[src/rtl/lcd_ctrl.sv]
// HD44780-style 16x2 LCD timing engine: power-up init sequence, then one timed
// setup/EN-pulse/hold/execute cycle per software strobe, with a one-entry pending slot.
module lcd_ctrl #(
  parameter int POWER_ON_CYC = 750000,
  parameter int SETUP_CYC    = 4,
  parameter int PULSE_CYC    = 24,
  parameter int HOLD_CYC     = 4,
  parameter int EXEC_CYC     = 2000,
  parameter int CLEAR_CYC    = 82000
) (
  input  logic        i_clk,
  input  logic        i_reset,
  input  logic [31:0] i_lcd_word,
  output logic        o_busy,
  output logic        o_overrun,
  output logic        o_lcd_on,
  output logic        o_lcd_en,
  output logic        o_lcd_rs,
  output logic        o_lcd_rw,
  output logic [7:0]  o_lcd_data
);

  localparam int MAX_CYC = (POWER_ON_CYC > CLEAR_CYC) ? POWER_ON_CYC : CLEAR_CYC;
  localparam int CW      = $clog2(MAX_CYC + 1);

  localparam logic [2:0] S_PWR_WAIT = 3'd0;
  localparam logic [2:0] S_SETUP    = 3'd1;
  localparam logic [2:0] S_PULSE    = 3'd2;
  localparam logic [2:0] S_HOLD     = 3'd3;
  localparam logic [2:0] S_WAIT     = 3'd4;
  localparam logic [2:0] S_IDLE     = 3'd5;

  localparam logic [2:0] LAST_INIT = 3'd4;

  function automatic logic [7:0] init_cmd(input logic [2:0] idx);
    case (idx)
      3'd0:    init_cmd = 8'h38;
      3'd1:    init_cmd = 8'h38;
      3'd2:    init_cmd = 8'h0C;
      3'd3:    init_cmd = 8'h01;
      default: init_cmd = 8'h06;
    endcase
  endfunction

  logic [2:0]    state_q, state_d;
  logic [CW-1:0] cnt_q, cnt_d;
  logic [2:0]    init_idx_q, init_idx_d;
  logic          init_q, init_d;
  logic          act_rs_q, act_rs_d;
  logic [7:0]    act_data_q, act_data_d;
  logic          pend_full_q, pend_full_d;
  logic          pend_rs_q, pend_rs_d;
  logic [7:0]    pend_data_q, pend_data_d;
  logic          prev_strobe_q, prev_strobe_d;
  logic          overrun_q, overrun_d;
  logic          busy_q, busy_d;
  logic          en_q, en_d;
  logic          on_q, on_d;

  logic req;
  logic take_direct;
  logic cnt_done;
  logic is_clear;
  logic lcd_word_unused;

  assign lcd_word_unused = ^{i_lcd_word[30:11], i_lcd_word[8]};
  assign req      = i_lcd_word[10] & ~prev_strobe_q;
  assign cnt_done = (cnt_q <= CW'(1));
  // Clear/home commands need the long execute time.
  assign is_clear = ~act_rs_q && (act_data_q == 8'h01 || act_data_q == 8'h02 || act_data_q == 8'h03);

  always_comb begin
    state_d       = state_q;
    cnt_d         = cnt_q;
    init_idx_d    = init_idx_q;
    init_d        = init_q;
    act_rs_d      = act_rs_q;
    act_data_d    = act_data_q;
    pend_full_d   = pend_full_q;
    pend_rs_d     = pend_rs_q;
    pend_data_d   = pend_data_q;
    overrun_d     = overrun_q;
    prev_strobe_d = i_lcd_word[10];
    on_d          = i_lcd_word[31];
    take_direct   = 1'b0;

    case (state_q)
      S_PWR_WAIT: begin
        // A cleared counter marks the first cycle after reset.
        if (cnt_q == '0) begin
          cnt_d = CW'(POWER_ON_CYC - 1);
        end else if (cnt_q == CW'(1)) begin
          state_d    = S_SETUP;
          cnt_d      = CW'(SETUP_CYC);
          init_d     = 1'b1;
          init_idx_d = 3'd0;
          act_rs_d   = 1'b0;
          act_data_d = init_cmd(3'd0);
        end else begin
          cnt_d = cnt_q - 1'b1;
        end
      end
      S_SETUP: begin
        if (cnt_done) begin
          state_d = S_PULSE;
          cnt_d   = CW'(PULSE_CYC);
        end else begin
          cnt_d = cnt_q - 1'b1;
        end
      end
      S_PULSE: begin
        if (cnt_done) begin
          state_d = S_HOLD;
          cnt_d   = CW'(HOLD_CYC);
        end else begin
          cnt_d = cnt_q - 1'b1;
        end
      end
      S_HOLD: begin
        if (cnt_done) begin
          state_d = S_WAIT;
          cnt_d   = is_clear ? CW'(CLEAR_CYC) : CW'(EXEC_CYC);
        end else begin
          cnt_d = cnt_q - 1'b1;
        end
      end
      S_WAIT: begin
        if (!cnt_done) begin
          cnt_d = cnt_q - 1'b1;
        end else if (init_q && init_idx_q != LAST_INIT) begin
          state_d    = S_SETUP;
          cnt_d      = CW'(SETUP_CYC);
          init_idx_d = init_idx_q + 3'd1;
          act_rs_d   = 1'b0;
          act_data_d = init_cmd(init_idx_q + 3'd1);
        end else begin
          init_d = 1'b0;
          if (pend_full_q) begin
            state_d     = S_SETUP;
            cnt_d       = CW'(SETUP_CYC);
            act_rs_d    = pend_rs_q;
            act_data_d  = pend_data_q;
            pend_full_d = 1'b0;
          end else if (req) begin
            state_d     = S_SETUP;
            cnt_d       = CW'(SETUP_CYC);
            act_rs_d    = i_lcd_word[9];
            act_data_d  = i_lcd_word[7:0];
            take_direct = 1'b1;
          end else begin
            state_d = S_IDLE;
          end
        end
      end
      default: begin
        if (req) begin
          state_d     = S_SETUP;
          cnt_d       = CW'(SETUP_CYC);
          act_rs_d    = i_lcd_word[9];
          act_data_d  = i_lcd_word[7:0];
          take_direct = 1'b1;
        end
      end
    endcase

    // Uses pend_full_d so a slot vacated this cycle can be refilled without overrun.
    if (req && !take_direct) begin
      if (pend_full_d) begin
        overrun_d = 1'b1;
      end else begin
        pend_full_d = 1'b1;
        pend_rs_d   = i_lcd_word[9];
        pend_data_d = i_lcd_word[7:0];
      end
    end
  end

  assign busy_d = (state_d != S_IDLE) | pend_full_d;
  assign en_d   = (state_d == S_PULSE);

  always_ff @(posedge i_clk or posedge i_reset) begin
    if (i_reset) begin
      state_q       <= S_PWR_WAIT;
      cnt_q         <= '0;
      init_idx_q    <= 3'd0;
      init_q        <= 1'b0;
      act_rs_q      <= 1'b0;
      act_data_q    <= 8'h00;
      pend_full_q   <= 1'b0;
      pend_rs_q     <= 1'b0;
      pend_data_q   <= 8'h00;
      prev_strobe_q <= 1'b0;
      overrun_q     <= 1'b0;
      busy_q        <= 1'b1;
      en_q          <= 1'b0;
      on_q          <= 1'b0;
    end else begin
      state_q       <= state_d;
      cnt_q         <= cnt_d;
      init_idx_q    <= init_idx_d;
      init_q        <= init_d;
      act_rs_q      <= act_rs_d;
      act_data_q    <= act_data_d;
      pend_full_q   <= pend_full_d;
      pend_rs_q     <= pend_rs_d;
      pend_data_q   <= pend_data_d;
      prev_strobe_q <= prev_strobe_d;
      overrun_q     <= overrun_d;
      busy_q        <= busy_d;
      en_q          <= en_d;
      on_q          <= on_d;
    end
  end

  assign o_busy     = busy_q;
  assign o_overrun  = overrun_q;
  assign o_lcd_on   = on_q;
  assign o_lcd_en   = en_q;
  assign o_lcd_rs   = act_rs_q;
  assign o_lcd_rw   = 1'b0;
  assign o_lcd_data = act_data_q;

endmodule
[config.mk]
export PLATFORM = sky130hd
export DESIGN_NAME = lcd_ctrl
export DESIGN_NICKNAME = d
export VERILOG_FILES = /design/src/rtl/lcd_ctrl.sv
export SDC_FILE = /design/constraint.sdc
export NUM_CORES = 1
export LEC_CHECK = 0
export CAP_MARGIN = 30
export CORE_AREA = 2 2 90 75
export CTS_CLUSTER_SIZE = 14
export DETAILED_ROUTE_END_ITERATION = 6
export DIE_AREA = 0 0 92 77
export GPL_ROUTABILITY_DRIVEN = 0
export GPL_TIMING_DRIVEN = 0
export PLACE_DENSITY = 0.79
export SYNTH_ARGS = -nofsm -noshare
export SYNTH_HDL_FRONTEND = slang
export SYNTH_SLANG_ARGS = --single-unit
[constraint.sdc]
create_clock -name i_clk -period 2.65 [get_ports i_clk]
set_input_delay 0.3975 -clock i_clk [delete_from_list [all_inputs] [get_ports i_clk]]
set_output_delay 0.3975 -clock i_clk [all_outputs]
set_load 0.1 [all_outputs]
After elaboration in Yosys (flattened, before gate mapping). Cells that the tools add are included.

Register bits: 51. Bits in latches: 0. Bits in writable memories: 0. ROM bits: 0. Input bits: 34. Output and inout port bits: 14. Word-level logic and storage cells: 116. Memories: 0.

Add/sub/neg operators: 2. Multipliers: 0. Div/mod/pow operators: 0. Order comparisons: 1. Eq/ne operators: 19. Shift operators: 0. Muxes and demuxes: 56. Bitwise gates (word level): 6. Reduce and logical (&&, ||, !) cells: 18.

Operator list (number): 20-bit two-way mux (9); 20-bit one-hot mux with 5 select lines (1); 8-bit two-way mux (6); 3-bit two-way mux (14); 8-bit one-hot mux with 3 select lines (1); 20-bit by 1-bit equality test with 1-bit output (second input constant) (1); 20-bit by 1-bit less-or-equal comparator with 1-bit output (second input constant) (1); 20-bit logical NOT (1); 20-bit by 1-bit subtractor with 20-bit output (second input constant) (1); 1-bit two-way mux (18); 6-bit one-hot mux with 3 select lines (1); 17-bit two-way mux (1); 8-bit by 2-bit equality test with 1-bit output (second input constant) (2); 3-bit by 2-bit equality test with 1-bit output (second input constant) (5); 3-bit one-hot mux with 5 select lines (1); 2-bit != test (second input constant) (5); 5-bit AND reduction (2); 8-bit by 1-bit equality test with 1-bit output (second input constant) (1); 3-bit by 1-bit equality test with 1-bit output (second input constant) (2); 3-bit logical NOT (2); 3-bit != test (second input constant) (2); 3-bit one-hot mux with 2 select lines (1); 1-bit NOT (4); 1-bit one-hot mux with 2 select lines (2); 14 further kinds (18).

Longest topological paths before layout. Gate-level depths: netlist of the first run.

Depth after elaboration: 11. Depth in mapped cells: 9. Depth with buffers taken out: 8.

Least setup slack after synthesis of the first run. No wires, ideal clock.

Path type: reg2reg. Start: reg cnt_q[10]. End: reg pend_data_q[0]. Setup time: 0.125 ns. Arrival: 2.295 ns. Data required time: 2.525 ns. Slack: 0.230 ns. Cell stages (with the launch flop): 8. Buffers on the path: 1. Period minus slack after synthesis: 2.420 ns. Cell sequence: dfrtp_1 > or4_1 > buf_6 > or3_1 > o21ai_2 > a21oi_2 > o21ai_4 > mux2_2.

Longest elaborated chain between the ends: 6.

Ends and longest elaborated chain: start: declaration (line 46) `logic [CW-1:0] cnt_q, cnt_d;`; start signal: assignment (line 199) `cnt_q <= cnt_d;`; 20-bit by 1-bit less-or-equal comparator with 1-bit output * (line 68) `assign cnt_done = (cnt_q <= CW'(1));`; 1-bit two-way mux (line 128) `if (!cnt_done) begin`; 1-bit one-hot mux with 2 select lines (line 87) `case (state_q)`; 1-bit logical NOT (line 167) `if (req && !take_direct) begin`; 1-bit logical AND (line 167); 2-bit AND reduction (no line) *; end signal: assignment (line 206) `pend_data_q <= pend_data_d;`; end: declaration (line 53) `logic [7:0] pend_data_q, pend_data_d;`.

Every way passes the cells marked *; elsewhere a longest branch is shown, timed or not. A chain may end at the register's enable or synchronous reset.

Worst setup path in the final report of the first run.
Start: reg cnt_q[14]. End: reg cnt_q[10].

Longest elaborated chain between the ends: 4.

Ends and longest elaborated chain (line): branches (longest 3 deep; another with 20-bit by 1-bit less-or-equal comparator with 1-bit output); 20-bit one-hot mux with 5 select lines * (87); named net cnt_d[10] (46).

Mark *: on every way through the listed nets, which the timed path passes.

==> results.toml, run 1 <==
[final_layout]
final_nets = 463
fillCellCount = 508
diodes = 0
final_common_cell = "dfrtp_1"
final_layout_size_suffix_gt1_frac = 0.143
synthToLayoutAreaGrowth_pct = 18.2
mostFrequentLayoutCells = "50 x dfrtp_1, 36 x o21ai_0, 36 x nand2_1, 32 x nor2_1, 26 x a21oi_1"

[flow_run]
drv_cap = 0

[floorplanning]
num_rows = 26
coreArea_sq_um = 6180
die-width_um = 92
die_height_um = 77
die_area_sq_um = 7080
start_util = 0.535
ios = 48

[clock_tree]
ctsHoldBuffers = 0
cts_max_path_buffers = 2
clockRootBuffer = "clkbuf_8"
clock_latency_ps = 320
cts_tree = "yes"
cts_sinks = 51
clkSlewWorstSetupHoldPaths_ps = 110
htreeDepth = 2
cts_buffers = 5

[global_routing]
grt_pass1_vias = 2890
antenna_found_initial = 0
grt_util_all_layers = 0.257
groute.layer.met1.usage = 0.397
grt_pass1_wl_um = 14600
grt_remaining_overflow = 0
met3_usage = 0.0560
grt_start_max_net_pins = 33
grt_use_met2 = 0.371
top_usage_layer = "met1"

[hold_path]
hold_path_class = "primary input to async pin"

[sta]
worst_pin_slew_ps = 975
final.setup.worst_slack_ps = 30.7
fin_crit_sh = 0.988
slew_violations = 0
setup_viol = 0
hold_viol = 0
layout_min_cycle_time_ps = 2620
fmax_mhz = 382
slew_headroom = 0.348
fin_skew_ps = 4.30
timing.setup.tns_ps = 0

[detailed_routing]
drc = 0
dr.pass1.iters = 6
antenna_left = 0
wl_um = 9030
routed_via_density = 6.51
wl_per_cell_um = 17.9
num_vias = 3289
drt-initial-drc-count = 560

[yosys]
ys_seq_area_frac = 0.386
synthFlopType = "dfrtp_1"
synth_warnings = 0
ys_types = 62
post_synth.cell_area_avg_sq_um = 8.68
synthCells = 381
synth_seq_cells = 51
synth_edf_count = 0
synth.net_count = 424
synth_async_sr_flop_share = 1.00
mappedNetlistArea_sq_um = 3310

[power]
ir_drop_mv = 0.234
power_w = 0.00142
pwr_density_cell_nw_per_um2 = 364
p_leak_nw = 1.50

[setup_path]
critPathMaxFanout = 10
worst_ep_required_time_ps = 2860
critPathKind = "flop to flop"
end_kind = "flop"
cp-start-kind = "flop"
arrival_ps = 2830

[place]
place_ws_ps = -82.0
hpwl_um = 6360
port_buffers = 25

[status]
status = "finished clean"
==> synth_stat cells (2+ instances only) <==
cell type  number  area, sq um
inv_1           9         33.8
a21oi_1        26          130
mux2i_1         2         20.0
o211ai_1        4         30.0
or2_2           4         25.0
o311ai_0        6         52.6
a21oi_2         2         17.5
a31oi_1         3         18.8
o22a_1          2         17.5
a211o_1         3         26.3
o41ai_1         3         26.3
mux2_2         10          113
a22oi_1         3         22.5
or4_1           2         15.0
o31ai_1         7         52.6
xnor2_1         2         17.5
nor3b_1         2         15.0
nand2_1        36          135
dfrtp_1        50         1250
a21boi_0        2         15.0
nor3_1         12         60.1
o221ai_1        3         26.3
clkbuf_1       16         60.1
nand4_1         5         31.3
nand3b_1        2         15.0
o21ai_1         4         20.0
buf_2           6         30.0
o21ai_0        37          185
nand2b_1        3         18.8
buf_4           2         15.0
o2bb2ai_1       7         61.3
nor2b_1         2         12.5
ha_1            9          113
nand3_1        16         80.1
nor4_2          2         25.0
a22o_1          5         43.8
nor2_1         33          124
nor4b_1         2         17.5
or3_1           3         18.8
o22ai_1         3         18.8
nor4_1         10         62.6
==> logic make-up after synthesis <==
family | count (synthesis) | share of synthesized area
simple gates | 138 | 0.212
compound gates | 134 | 0.276
flops | 51 | 0.386
buf+inv | 34 | 0.0454
mux | 12 | 0.0401
fa+ha+maj | 9 | 0.0341
xor+xnor | 2 | 0.00530
other cells | 1 | 0.00113
==> per-layer routing <==
layer  vias to the layer above  wire [um]
li1                       1515          -
met1                      1541       4030
met2                       205       3920
met3                        28        900
met4                         0        176
met5                         -          0
==> stage by stage <==
stage | hold slack [ps] | cells | utilization | cell area (sq um)
final | 401 | 505 | 0.632 | 3910
after global routing | 449 | 505 | 0.632 | 3910
after CTS | 415 | 499 | 0.615 | 3800
after detailed placement | 468 | 491 | 0.596 | 3680
after global placement | 467 | 490 | 0.592 | 3660
after floorplan | 429 | 381 | - | 3310
==> critical path, stage by stage (launching register included) <==
cell and delay [ps]:
dfrtp_1 480, nor4_4 390, nand4_1 230, buf_2 280
nor3_1 320, buf_2 310, o21ai_0 230, nor2_1 170
o21ai_0 100
==> final timing paths <==
kind / endpoint / start / slack (ps) / cells after the start
min in group i_clk: o_overrun$_DFFE_PP0P_ / o_overrun$_DFFE_PP0P_ / 500 / 1
min: state_q[2]$_DFF_PP0_ / i_reset / 400 / 2
max in group asynchronous: cnt_q[3]$_DFF_PP0_ / i_reset / 1730 / 3
max: cnt_q[10]$_DFF_PP0_ / cnt_q[14]$_DFF_PP0_ / 30 / 8
max reg2reg: cnt_q[10]$_DFF_PP0_ / cnt_q[14]$_DFF_PP0_ / 30 / 8
min reg2reg: o_overrun$_DFFE_PP0P_ / o_overrun$_DFFE_PP0P_ / 500 / 1
==> area by class of cell <==
cell class,instances,area (sq um),area share
multi-input cells,296,1940,0.496
plain buffers,25,123,0.0314
clock inverters,3,31.3,0.00801
well taps,84,105,0.0269
clock buffers,5,68.8,0.0176
flip-flops and latches,51,1280,0.327
inverters,9,33.8,0.00865
repair buffers,32,328,0.0839
==> sequential cells by signal (all words and copies together) (netlist names), 3 cells and up <==
| signal | count |
|---|---|
| cnt_q | 20 |
| o_lcd_data | 8 |
| pend_data_q | 8 |
| init_idx_q | 3 |
| state_q | 3 |
==> where the power goes <==
part / switching, W / leakage (nW) / internal, W / total, W
clock: 0.000309 / 0.0526 / 0.000203 / 0.000513
sequential: 0.00000415 / 0.599 / 0.000784 / 0.000788
combinational: 0.0000825 / 0.851 / 0.0000379 / 0.000120
total: 0.000396 / 1.50 / 0.00103 / 0.00142
==> timing repair <==
item                       CTS  global route
setup endpoints to repair   22            39
pin swaps                    2             5
gates resized for setup      4            13
setup buffers                0             6
Power figures use the tool's default switching activity.
==> inputs of run 2 (changes only) <==
CORE_AREA = 2 2 84 70   (was 2 2 90 75)
DIE_AREA = 0 0 86 72   (was 0 0 92 77)
DONT_BUFFER_PORTS = 1   (was default)
PLACE_DENSITY = 0.78   (was 0.79)
==> results.toml, run 2 (synthesized netlist as in run 1, its figures left out) <==
[status]
status = "finished clean"

[setup_path]
slowest_delay_ps = 980
worst_ep_required_time_ps = 2830
slowest_stage = "dfrtp_1"
end_kind = "flop"
path_cells = "o211ai_1 -> a211o_1 -> a22o_1 -> nor4_2 -> o221ai_1"
critPathKind = "flop to flop"
rr_worst_depth = 5
cp-start-kind = "flop"
critPathMaxFanout = 3
arrival_ps = 2760

[sta]
final.setup.worst_slack_ps = 65.4
layout_min_cycle_time_ps = 2580
timing.setup.tns_ps = 0
fin_crit_sh = 0.975
slew_headroom = 0.371
slew_violations = 0
hold_viol = 0
setup_viol = 0
worst_pin_slew_ps = 943
hold_slack_ps = 87.4
rsz0062_at_grt = "true"
fin_skew_ps = 9.61
fmax_mhz = 387

[global_routing]
grt_util_all_layers = 0.303
antenna_found_initial = 0
grt_remaining_overflow = 0
grt_pass1_wl_um = 14800
grt_start_max_net_pins = 31
grt_pass1_vias = 2882

[detailed_routing]
drc = 0
num_vias = 3219
antenna_left = 0
wl_per_cell_um = 19.3
routed_via_density = 6.94
wl_um = 8950
dr.pass1.iters = 5
drt-initial-drc-count = 372

[final_layout]
post-route-util = 0.690
stdcell_count = 464
final_nets = 441
final_common_cell = "dfrtp_1"
mostFrequentLayoutCells = "46 x dfrtp_1, 36 x o21ai_0, 36 x nand2_1, 32 x nor2_1, 26 x a21oi_1"
synthToLayoutAreaGrowth_pct = 11.0
diodes = 0
regMostFlops = "cnt_q"
final_layout_size_suffix_gt1_frac = 0.173
fillCellCount = 429
largest_register_ffs = 20

[floorplanning]
die_height_um = 72
die-width_um = 86
start_util = 0.622
num_rows = 24
coreArea_sq_um = 5320
die_area_sq_um = 6190
ios = 48

[hold_path]
holdPathStages = 0
hold_path_class = "primary input to flop"

[place]
place_ws_ps = -158
port_buffers = 0
hpwl_um = 6340
dpl.cell_count = 447

[flow_run]
drv_cap = 0

[clock_tree]
clock_latency_ps = 320
clockRootBuffer = "clkbuf_8"
cts_tree = "yes"
clkSlewWorstSetupHoldPaths_ps = 110
cts_buffers = 5
cts_sinks = 51
htreeDepth = 2
cts_max_path_buffers = 2

[power]
ir_drop_mv = 0.340
pwr_density_cell_nw_per_um2 = 376
p_leak_nw = 1.42
-- run 2: cell types whose count changed in the layout (fill, tap and decap cells not counted), moves of 2 or more --
cell,previous run,this run
dfrtp_2,0,4
clkdlybuf4s50_1,25,0
clkbuf_2,3,5
dfrtp_1,50,46
buf_4,8,11
clkbuf_1,13,10
-- run 2: report_power, final --
part           switching (W)  internal [W]   total, W  leakage [nW]
clock               0.000306      0.000195   0.000501        0.0463
combinational      0.0000354     0.0000146  0.0000500         0.785
sequential         0.0000465      0.000783   0.000830         0.593
-- run 2: repair_timing --
| item | 4_1_cts | 5_1_grt |
|---|---|---|
| setup endpoints to repair | 16 | 37 |
| buffers inserted | 1 | 8 |
| hold buffers | 1 | 0 |
| resized for setup | 4 | 23 |
| pin swaps | 1 | 5 |
| hold endpoints to repair | 8 | 0 |
-- run 2: routing by layer --
metal  part of all wire  global-route usage  up-vias  routed length, um
met5                  0                   0        -                  0
met4              0.020              0.0758        0                178
met3              0.097              0.0751       31                871
met2               0.42               0.413      192               3800
met1               0.46               0.480     1525               4110
li1                   -                   -     1471                  -
-- run 2: critical path, delay by kind of cell, from the launching register on --
kind | cells | cell delay [ps]
flops | 1 | 980
compound gates | 4 | 1220
simple gates | 1 | 240
-- run 2: final cells by class --
cell class / instances / area, sq um / share of cell area
sequential: 51 / 1280 / 0.350
timing repair buffer: 11 / 110 / 0.0300
tap: 65 / 81.3 / 0.0222
buffer: 24 / 121 / 0.0331
inverter: 9 / 33.8 / 0.00921
multi-input combinational: 296 / 1940 / 0.530
clock buffer: 5 / 68.8 / 0.0188
clock inverter: 3 / 27.5 / 0.00750
-- run 2: final timing paths --
| check | slack, ps | end | startpoint |
|---|---|---|---|
| max | 70 | cnt_q[7]$_DFF_PP0_ | o_lcd_data[1]$_DFFE_PP0P_ |
| min | 90 | o_lcd_on$_DFF_PP0_ | i_lcd_word[31] |
| max reg2reg | 70 | cnt_q[7]$_DFF_PP0_ | o_lcd_data[1]$_DFFE_PP0P_ |
| min reg2reg | 520 | pend_data_q[6]$_DFFE_PP0P_ | pend_data_q[6]$_DFFE_PP0P_ |
| max in group asynchronous | 1560 | o_lcd_data[7]$_DFFE_PP0P_ | i_reset |
| min in group asynchronous | 550 | init_idx_q[2]$_DFFE_PP0P_ | i_reset |
-- run 2: through the flow --
stage                     total power [W]  instance area (sq um)
after floorplan                  0.000879                   3310
after global placement           0.000889                   3390
after detailed placement         0.000894                   3410
after CTS                         0.00138                   3540
after global routing              0.00141                   3670
final                             0.00138                   3670
==> inputs of run 3 (changes only) <==
CTS_CLUSTER_DIAMETER = 120   (was default)
SLEW_MARGIN = 20   (was default)
==> results of run 3 <==
No change in the layout: final DEF, timing and power equal those of run 2.
